## config.mk

```make
export PLATFORM = sky130hd
export DESIGN_NAME = seq_sum_n
export DESIGN_NICKNAME = d
export VERILOG_FILES = /design/src/rtl/seq_sum_n.sv
export SDC_FILE = /design/constraint.sdc
export NUM_CORES = 1
export LEC_CHECK = 0
export ABC_AREA = 1
export CORE_AREA = 2 2 136 138
export CTS_BUF_LIST = sky130_fd_sc_hd__clkbuf_8
export CTS_CLUSTER_SIZE = 40
export DETAILED_ROUTE_END_ITERATION = 8
export DIE_AREA = 0 0 138 140
export PLACE_DENSITY = 0.71
export SLEW_MARGIN = 10
export SYNTH_ARGS = -nofsm -noshare
export SYNTH_HDL_FRONTEND = slang
export SYNTH_SLANG_ARGS = --single-unit
```

## constraint.sdc

```tcl
create_clock -name clk -period 5.75 [get_ports clk]
set_input_delay 1.15 -clock clk [delete_from_list [all_inputs] [get_ports clk]]
set_output_delay 1.15 -clock clk [all_outputs]
set_load 0.05 [all_outputs]
```

## src/rtl/seq_sum_n.sv

```systemverilog
// seq_sum_n: sequential N-operand adder.
// A high r_enable captures the operand bus and starts a run; LANES operands are
// folded into the accumulator per clock, and the final sum is presented with a
// sticky overflow flag and an optional saturating mode.
module seq_sum_n #(
   parameter int N_IN  = 7,
   parameter int IN_W  = 10,
   parameter int OUT_W = 13,
   parameter int LANES = 1
) (
   input  logic                   clk,
   input  logic                   r_enable,
   input  logic                   sat_mode,
   input  logic [N_IN*IN_W-1:0]   operands,
   output logic                   busy,
   output logic                   w_enable,
   output logic                   overflow,
   output logic [OUT_W-1:0]       result
);

   // Partial sums carry enough headroom for acc plus LANES full-scale operands.
   localparam int SUM_W  = OUT_W + $clog2(LANES + 1);
   // The index must reach N_IN - 1 + LANES after the last group without wrapping.
   localparam int IDX_W  = $clog2(N_IN + LANES + 1);
   localparam int BUS_W  = N_IN * IN_W;
   localparam int BASE_W = (BUS_W > 1) ? $clog2(BUS_W) : 1;
   localparam logic [OUT_W-1:0] ACC_MAX = '1;
   localparam logic [SUM_W-1:0] SUM_MAX = SUM_W'(ACC_MAX);

   typedef enum logic [1:0] {
      LOAD,
      RUN,
      DONE
   } state_t;

   state_t                 state;
   logic [BUS_W-1:0]       opsQ;
   logic                   satQ;
   logic [OUT_W-1:0]       acc;
   logic [IDX_W-1:0]       idx;

   logic [SUM_W-1:0]       laneSum;
   logic [SUM_W-1:0]       nextSum;
   logic [OUT_W-1:0]       nextAcc;
   logic                   ovfNow;
   logic                   lastGroup;
   int                     pos;

   // Sum the current group of operands in ascending index order; slots past
   // the last operand contribute nothing.
   always_comb begin
      laneSum = '0;
      pos     = 0;
      for (int k = 0; k < LANES; k++) begin
         pos = int'(idx) + k;
         if (pos < N_IN) begin
            laneSum = laneSum + SUM_W'(opsQ[BASE_W'(pos * IN_W) +: IN_W]);
         end
      end
   end

   // Once a saturating run has overflowed, the accumulator stays pinned at
   // full scale for the remainder of the run, even if later operands are zero.
   assign nextSum   = SUM_W'(acc) + laneSum;
   assign ovfNow    = (nextSum > SUM_MAX);
   assign nextAcc   = (satQ && (ovfNow || overflow)) ? ACC_MAX : nextSum[OUT_W-1:0];
   assign lastGroup = ((int'(idx) + LANES) >= N_IN);

   // Control FSM and datapath registers; r_enable reloads from any state and
   // always wins over a completing run.
   always_ff @(posedge clk) begin
      if (r_enable) begin
         opsQ     <= operands;
         satQ     <= sat_mode;
         acc      <= '0;
         idx      <= '0;
         state    <= RUN;
         busy     <= 1'b1;
         w_enable <= 1'b0;
         overflow <= 1'b0;
         result   <= '0;
      end else begin
         case (state)
            RUN: begin
               if (ovfNow) begin
                  overflow <= 1'b1;
               end
               acc <= nextAcc;
               idx <= idx + IDX_W'(LANES);
               if (lastGroup) begin
                  result   <= nextAcc;
                  w_enable <= 1'b1;
                  busy     <= 1'b0;
                  state    <= DONE;
               end
            end
            default: begin
            end
         endcase
      end
   end

endmodule

```

==> results.md, run 1 <==
- Status: finished, final reports clean
- Antenna violation net count after detailed routing: 0
- Max VDD drop: 0.000272 V
- DRT Pass-1 Iters: 5
- Total number of yosys warnings: 0
- RSZ-0062 raised after global routing: false
- Count of final hold-check violations: 0
- Nets: 1148
- Area contributors post-synth: edfxtp_1, nand3_1, nand2_1
- Total die area: 0.0193 mm^2
- Cts hold-fix bufs: 0
- FF+latch count, synth: 104
- Port Buffers: 88
- Share of cells above drive strength 1: 4.52%
- Area of the multi-input gates: 0.00366 mm^2
- M1 WL: 8120 um
- Worst slew margin: 23.4%
- Critical Path RT: 6050 ps
- DR vias/cell: 5.27
- Total core area: 0.0178 mm^2
- Final period util: 86.5%
- Max Clk Rate: 0.201 GHz
- CP Launch Type: flip-flop
- Clk root buf: clkbuf_8
- Clock Skews: 14.2 ps
- Highest routed layer: met4
- Ports: 89
- Post-Syn Nets: 1098
- Main combinational cell family by area after synthesis: simple AND/OR/NAND/NOR gates
- Commonest cells in the netlist: nand2_1, nand3_1, nor2_1, edfxtp_1, inv_1
- FF+latch area: 0.00280 mm^2
- Crit path top cell by count: nand2_1
- Finished Layout Cells: 1292
- Met2 Routed Length: 8280 um
- Syn avg cell area: 6.94 um^2
- Post-synthesis xor/xnor area fraction: 1.25%
- Setup_tns: 0 ps
- Worst-path clk slew: 100 ps
- Worst skew pair latency: 390 ps
- Vias in the first global route: 6214
- Worst-path fanout max: 47
- Routed WL: 18000 um
- Setup violators final: 0
- CTS Buffer Depth: 2
- DP HPWL: 12600 um
- Post-synth EDFFs: 71
- Simple-gate portion of the synthesized area: 44.5%
- Power Density: 605 mW/mm^2
- Area leader, netlist: edfxtp_1
- Wire per inst: 13.9 um
- DR iter-0 viols: 723
- Antenna violations before repair: 0
- Placer Congestion: 0.893
- Row Count: 49
- DR vias: 6806
- Share of the synthesized area in the top cell type: 30.5%
- Post-synthesis mux area share: 0%
- Fin crit period: 4970 ps
- CP Capture Type: flip-flop
- Arrival @ worst endpoint: 5270 ps
- Pleak: 3.81 nW
- Met3 WL post-DR: 1090 um
- Synth Flop Type: edfxtp_1
- Slew @ Worst Pin: 1150 ps
- Post-Syn Instances: 1008
- Filler cells: 1822
- Worst min-delay path category: flip-flop to flip-flop
- Crit-path max cell delay: 580 ps
- Synth-to-Final Area Change: 16.2%
- Largest net degree at the start of global routing: 76
- Die outline height: 140 um
- Tot GR Track Use: 18.7%
- CTS H-tree depth: 3
- Post-placement cell count: 1276
- Adder-Cell Fraction of Synth Area: 3.25%
- Post-synthesis cell type count: 34
- Post-Syn Area: 0.00700 mm^2
- Synth Area in Compound Gates: 3.24%
- Total grt overflow: 0
- Total of max-cap violations: 0
- Post-CTS setup buffer count: 0
- Max Slew Vio Count: 0
- Die W: 138 um
- Clock Sinks: 104
- Number of CTS-inserted buffers: 9
- Starting Density: 39.4%
- Setup CP Type: flip-flop to flip-flop
- Pwr Total: 4.92 mW
- Worst path slowest cell: nand2_1
- Post-cts resize count: 0
- CTS tree: yes
- Diodes inserted: 0
- Top-count cell post-synth: nand2_1
- Drt drc: 0
- Post-synthesis async set-or-reset flop share: 0%
- Global-route wire length before repair: 29800 um
- Seq/Total Area, Yosys: 39.9%
[power by group]
part | switching, mW | internal, mW
Sequential | 0.0751 | 0.926
Combinational | 2.27 | 1.19
Clock | 0.249 | 0.208
[worst paths after layout]
| path | startpoint | end | slack [ps] | cells after the start |
|---|---|---|---|---|
| min | state[0] | state[0] | 520 | 2 |
| max | idx[3] | result[0] | 780 | 26 |
| min reg2reg | state[0] | state[0] | 520 | 2 |
| max reg2reg | idx[3] | result[0] | 780 | 26 |
[sequential cells by signal (all words and copies together) (netlist names)]
| signal | cells |
|---|---|
| opsQ | 70 |
| acc | 13 |
| result | 13 |
| idx | 4 |
| overflow | 1 |
| satQ | 1 |
| state | 1 |
| w_enable | 1 |
[kinds of logic after synthesis]
| family | Yosys count |
|---|---|
| buffers and inverters | 120 |
| flip-flops | 104 |
| AND/OR/NAND/NOR | 718 |
| adder cells (fa/ha/maj) | 17 |
| AO/OA/AOI/OAI | 39 |
| XOR/XNOR | 10 |
[per-stage QoR]
stage	util, %	worst slack (ps)	hold slack [ps]	cell area [um^2]
2_1_floorplan	-	1760	536	7000
3_3_place_gp	44.7	912	497	7940
3_5_place_dp	44.7	819	510	7940
4_1_cts	45.7	794	526	8130
5_1_grt	45.7	268	547	8130
6_report	45.7	779	521	8130
[layout make-up]
cell class / count / share of cell area [%]
clock buffers: 10 / 1.69
repair buffers: 99 / 12.0
flip-flops and latches: 104 / 34.4
multi-input cells: 784 / 45.0
well taps: 229 / 3.52
inverters: 60 / 2.77
clock inverters: 6 / 0.646
[metal layers]
metal  track usage, %  vias up
met5                0        -
met3             4.07       36
met4             6.98        0
li1                 -     3433
met2             30.0      225
met1             24.9     3112
[critical path, delay by kind of cell (launching register included)]
family | cells | cell delay [ps]
compound gates | 1 | 140
fa+ha+maj | 4 | 1260
buf+inv | 3 | 430
flops | 1 | 460
simple gates | 18 | 2560
[cells in the final DEF (no fill, tap or decap), types with 4 or more instances in the layout]
master / Yosys / final
a21oi_1: 21 / 21
buf_4: 3 / 11
clkbuf_8: 0 / 10
clkdlybuf4s50_1: 0 / 87
dfxtp_1: 33 / 31
edfxtp_1: 71 / 71
ha_1: 15 / 15
inv_1: 55 / 57
inv_2: 3 / 4
nand2_1: 334 / 334
nand2_2: 8 / 8
nand3_1: 276 / 276
nand3_2: 4 / 4
nor2_1: 87 / 87
o21ai_0: 11 / 11
xnor2_1: 4 / 4
xor2_1: 6 / 6
No activity file was read; power rests on OpenSTA's default activity.
==> run 2: changes to the inputs <==
==> constraint.sdc (replaced) <==
create_clock -name clk -period 5.6 [get_ports clk]
set_input_delay 1.12 -clock clk [delete_from_list [all_inputs] [get_ports clk]]
set_output_delay 1.12 -clock clk [all_outputs]
set_load 0.05 [all_outputs]
==> run 2 against run 1 <==
Compared with the run above:
- setup slack got worse by 89 ps
- flip-flop and latch count stayed put
- final area stayed put
- non-clock buffer count unchanged
- critical endpoint is now acc[10]
- highest routed layer unchanged
- cell count unchanged
- clock skew is 3.8 ps lower
- die area unchanged
==> results.md, run 2 (synthesis gave the netlist of run 1 again) <==
- Status: finished, final reports clean
- Wire per inst: 14.1 um
- Drt drc: 0
- Fin crit period: 4910 ps
- CP bufs+invs: 3
- CTS tree: yes
- Diodes inserted: 0
- Post-cts resize count: 0
- Hold path startpoint: overflow
- Setup CP Type: flip-flop to flip-flop
- Critical path's top delay family: simple AND/OR/NAND/NOR gates
- CP Launch Type: flip-flop
- Max Clk Rate: 0.204 GHz
- Pint: 2.38 mW
- CTS H-tree depth: 3
- Max VDD drop: 0.000315 V
- Tot GR Track Use: 19.0%
- Biggest regs: opsQ: 70 flops, acc: 13 flops, result: 13 flops
- Worst slew margin: 23.4%
- DP HPWL: 12600 um
- Crit path top cell by count: nand2_1
- Total grt overflow: 0
- Placer Congestion: 0.889
- Total die area: 0.0193 mm^2
- Max FFs per register: 70
- Switching Share: 52.9%
- Count of final hold-check violations: 0
- Final period util: 87.7%
- Total core area: 0.0178 mm^2
- Share of cells above drive strength 1: 4.52%
- Most frequent cells in the layout: nand2_1, nand3_1, nor2_1, clkdlybuf4s50_1, edfxtp_1
- DR vias/cell: 5.28
- Max Slew Vio Count: 0
- Row Count: 49
- Crit-path max cell delay: 470 ps
- Fin util: 45.7%
- Comb power frac: 70.3%
- Crit path launch: idx[3]
- Ports: 89
- Post-Place Cell Area: 0.00794 mm^2
- Worst min-delay path category: flip-flop to flip-flop
- Nets: 1148
- CP Capture Type: flip-flop
- Clk root buf: clkbuf_8
- Global-route wire length before repair: 30300 um
- RSZ-0062 raised after global routing: false
- P_sw: 2.68 mW
- Pleak: 3.81 nW
- Largest reg by FF count: opsQ
- DR vias: 6821
- DR iter-0 viols: 795
- Total of max-cap violations: 0
- Setup_tns: 0 ps
- Slew @ Worst Pin: 1150 ps
- Number of CTS-inserted buffers: 9
- Power Density: 622 mW/mm^2
- Worst r2r src: idx[3]
- Worst skew pair latency: 400 ps
- Clock Sinks: 104
- Largest net degree at the start of global routing: 76
- Die W: 138 um
- Worst path slowest cell: dfxtp_1
- Setup violators final: 0
- Antenna violations before repair: 0
- Clock power frac: 9.4%
- Worst-path fanout max: 51
- Worst-path clk slew: 100 ps
- Arrival @ worst endpoint: 5220 ps
- Most common cell after layout, fill and taps aside: nand2_1
- Starting Density: 39.4%
- DP Worst Slack: 732 ps
- Cts hold-fix bufs: 0
- Die outline height: 140 um
- Vias in the first global route: 6246
- DRT Pass-1 Iters: 5
- Seq pwr share: 20.3%
- Design Area, Final: 0.00813 mm^2
- Synth-to-Final Area Change: 16.2%
- Final WS setup: 690 ps
- Antenna violation net count after detailed routing: 0
- Critical Path RT: 5910 ps
- Clock Skews: 10.4 ps
- CTS Buffer Depth: 2
- Routed WL: 18200 um
- Port Buffers: 88
- Post-CTS setup buffer count: 0
==> run 2: per-layer routing <==
layer | vias up | GRT usage (%) | part of all wire, %
li1 | 3440 | - | -
met1 | 3122 | 25.9 | 46
met2 | 217 | 30.4 | 46
met3 | 42 | 3.59 | 5.8
met4 | 0 | 6.98 | 2.5
met5 | - | 0 | 0
==> run 2: power by group through the flow <==
stage | registers, mW | logic, mW | clock network, mW
CTS | 1.03 | 3.52 | 0.489
global placement | 1.04 | 3.48 | 0
detailed placement | 1.04 | 3.50 | 0
finish | 1.03 | 3.55 | 0.475
global route | 1.04 | 4.02 | 0.523
floorplan | 1.12 | 2.67 | 0
==> run 2: worst register-to-register path, cell delays in order, from the launching register on <==
cell and delay, ps:
dfxtp_1 470, ha_1 290, ha_1 210, fa_1 420
inv_1 130, nand2_4 80, nand2_4 400, nand2_1 160
nand2_1 110, nand3_1 150, nand3_1 140, nand3_1 80
nand3_1 100, nand2_1 50, nor2_1 210, ha_1 220
inv_1 60, fa_1 390, o21ai_0 440, nand3_1 120
nand2_1 130, nand2_1 80, nand2_1 60, nand2_1 40
nand2_1 70, nand3_1 70, nand2_1 110, inv_1 40
==> run 2: path summary, 6_finish.rpt <==
kind,slack (ps),depth (start not counted),end
worst max-delay path,690,27,acc[10]
worst min-delay path,530,1,overflow
worst max register to register,690,27,acc[10]
worst min register to register,530,1,overflow
==> run 2: final cells by class <==
class / instances / area, um^2
timing repair buffer: 99 / 973
inverter: 60 / 225
clock buffer: 10 / 138
sequential: 104 / 2800
multi-input combinational: 784 / 3660
tap: 229 / 287
clock inverter: 6 / 52.6
fill: 1849 / 9650
==> run 2: metrics by stage <==
step	power [mW]	instances	hold WS, ps
6_report	5.06	1292	525
2_1_floorplan	3.79	1008	536
4_1_cts	5.04	1292	526
3_3_place_gp	4.52	1276	503
3_5_place_dp	4.55	1276	504
5_1_grt	5.59	1292	565
==> run 3: changes to the inputs <==
--- a/config.mk
+++ b/config.mk
@@ -6,12 +6,14 @@
 export NUM_CORES = 1
 export LEC_CHECK = 0
 export ABC_AREA = 1
+export ABC_CLOCK_PERIOD_IN_PS = 5600
 export CORE_AREA = 2 2 136 138
 export CTS_BUF_LIST = sky130_fd_sc_hd__clkbuf_8
 export CTS_CLUSTER_SIZE = 40
 export DETAILED_ROUTE_END_ITERATION = 8
 export DIE_AREA = 0 0 138 140
 export PLACE_DENSITY = 0.71
+export SKIP_LAST_GASP = 1
 export SLEW_MARGIN = 10
 export SYNTH_ARGS = -nofsm -noshare
 export SYNTH_HDL_FRONTEND = slang
==> results of run 3 <==
Final layout, timing and power as in run 2 (identical DEF).
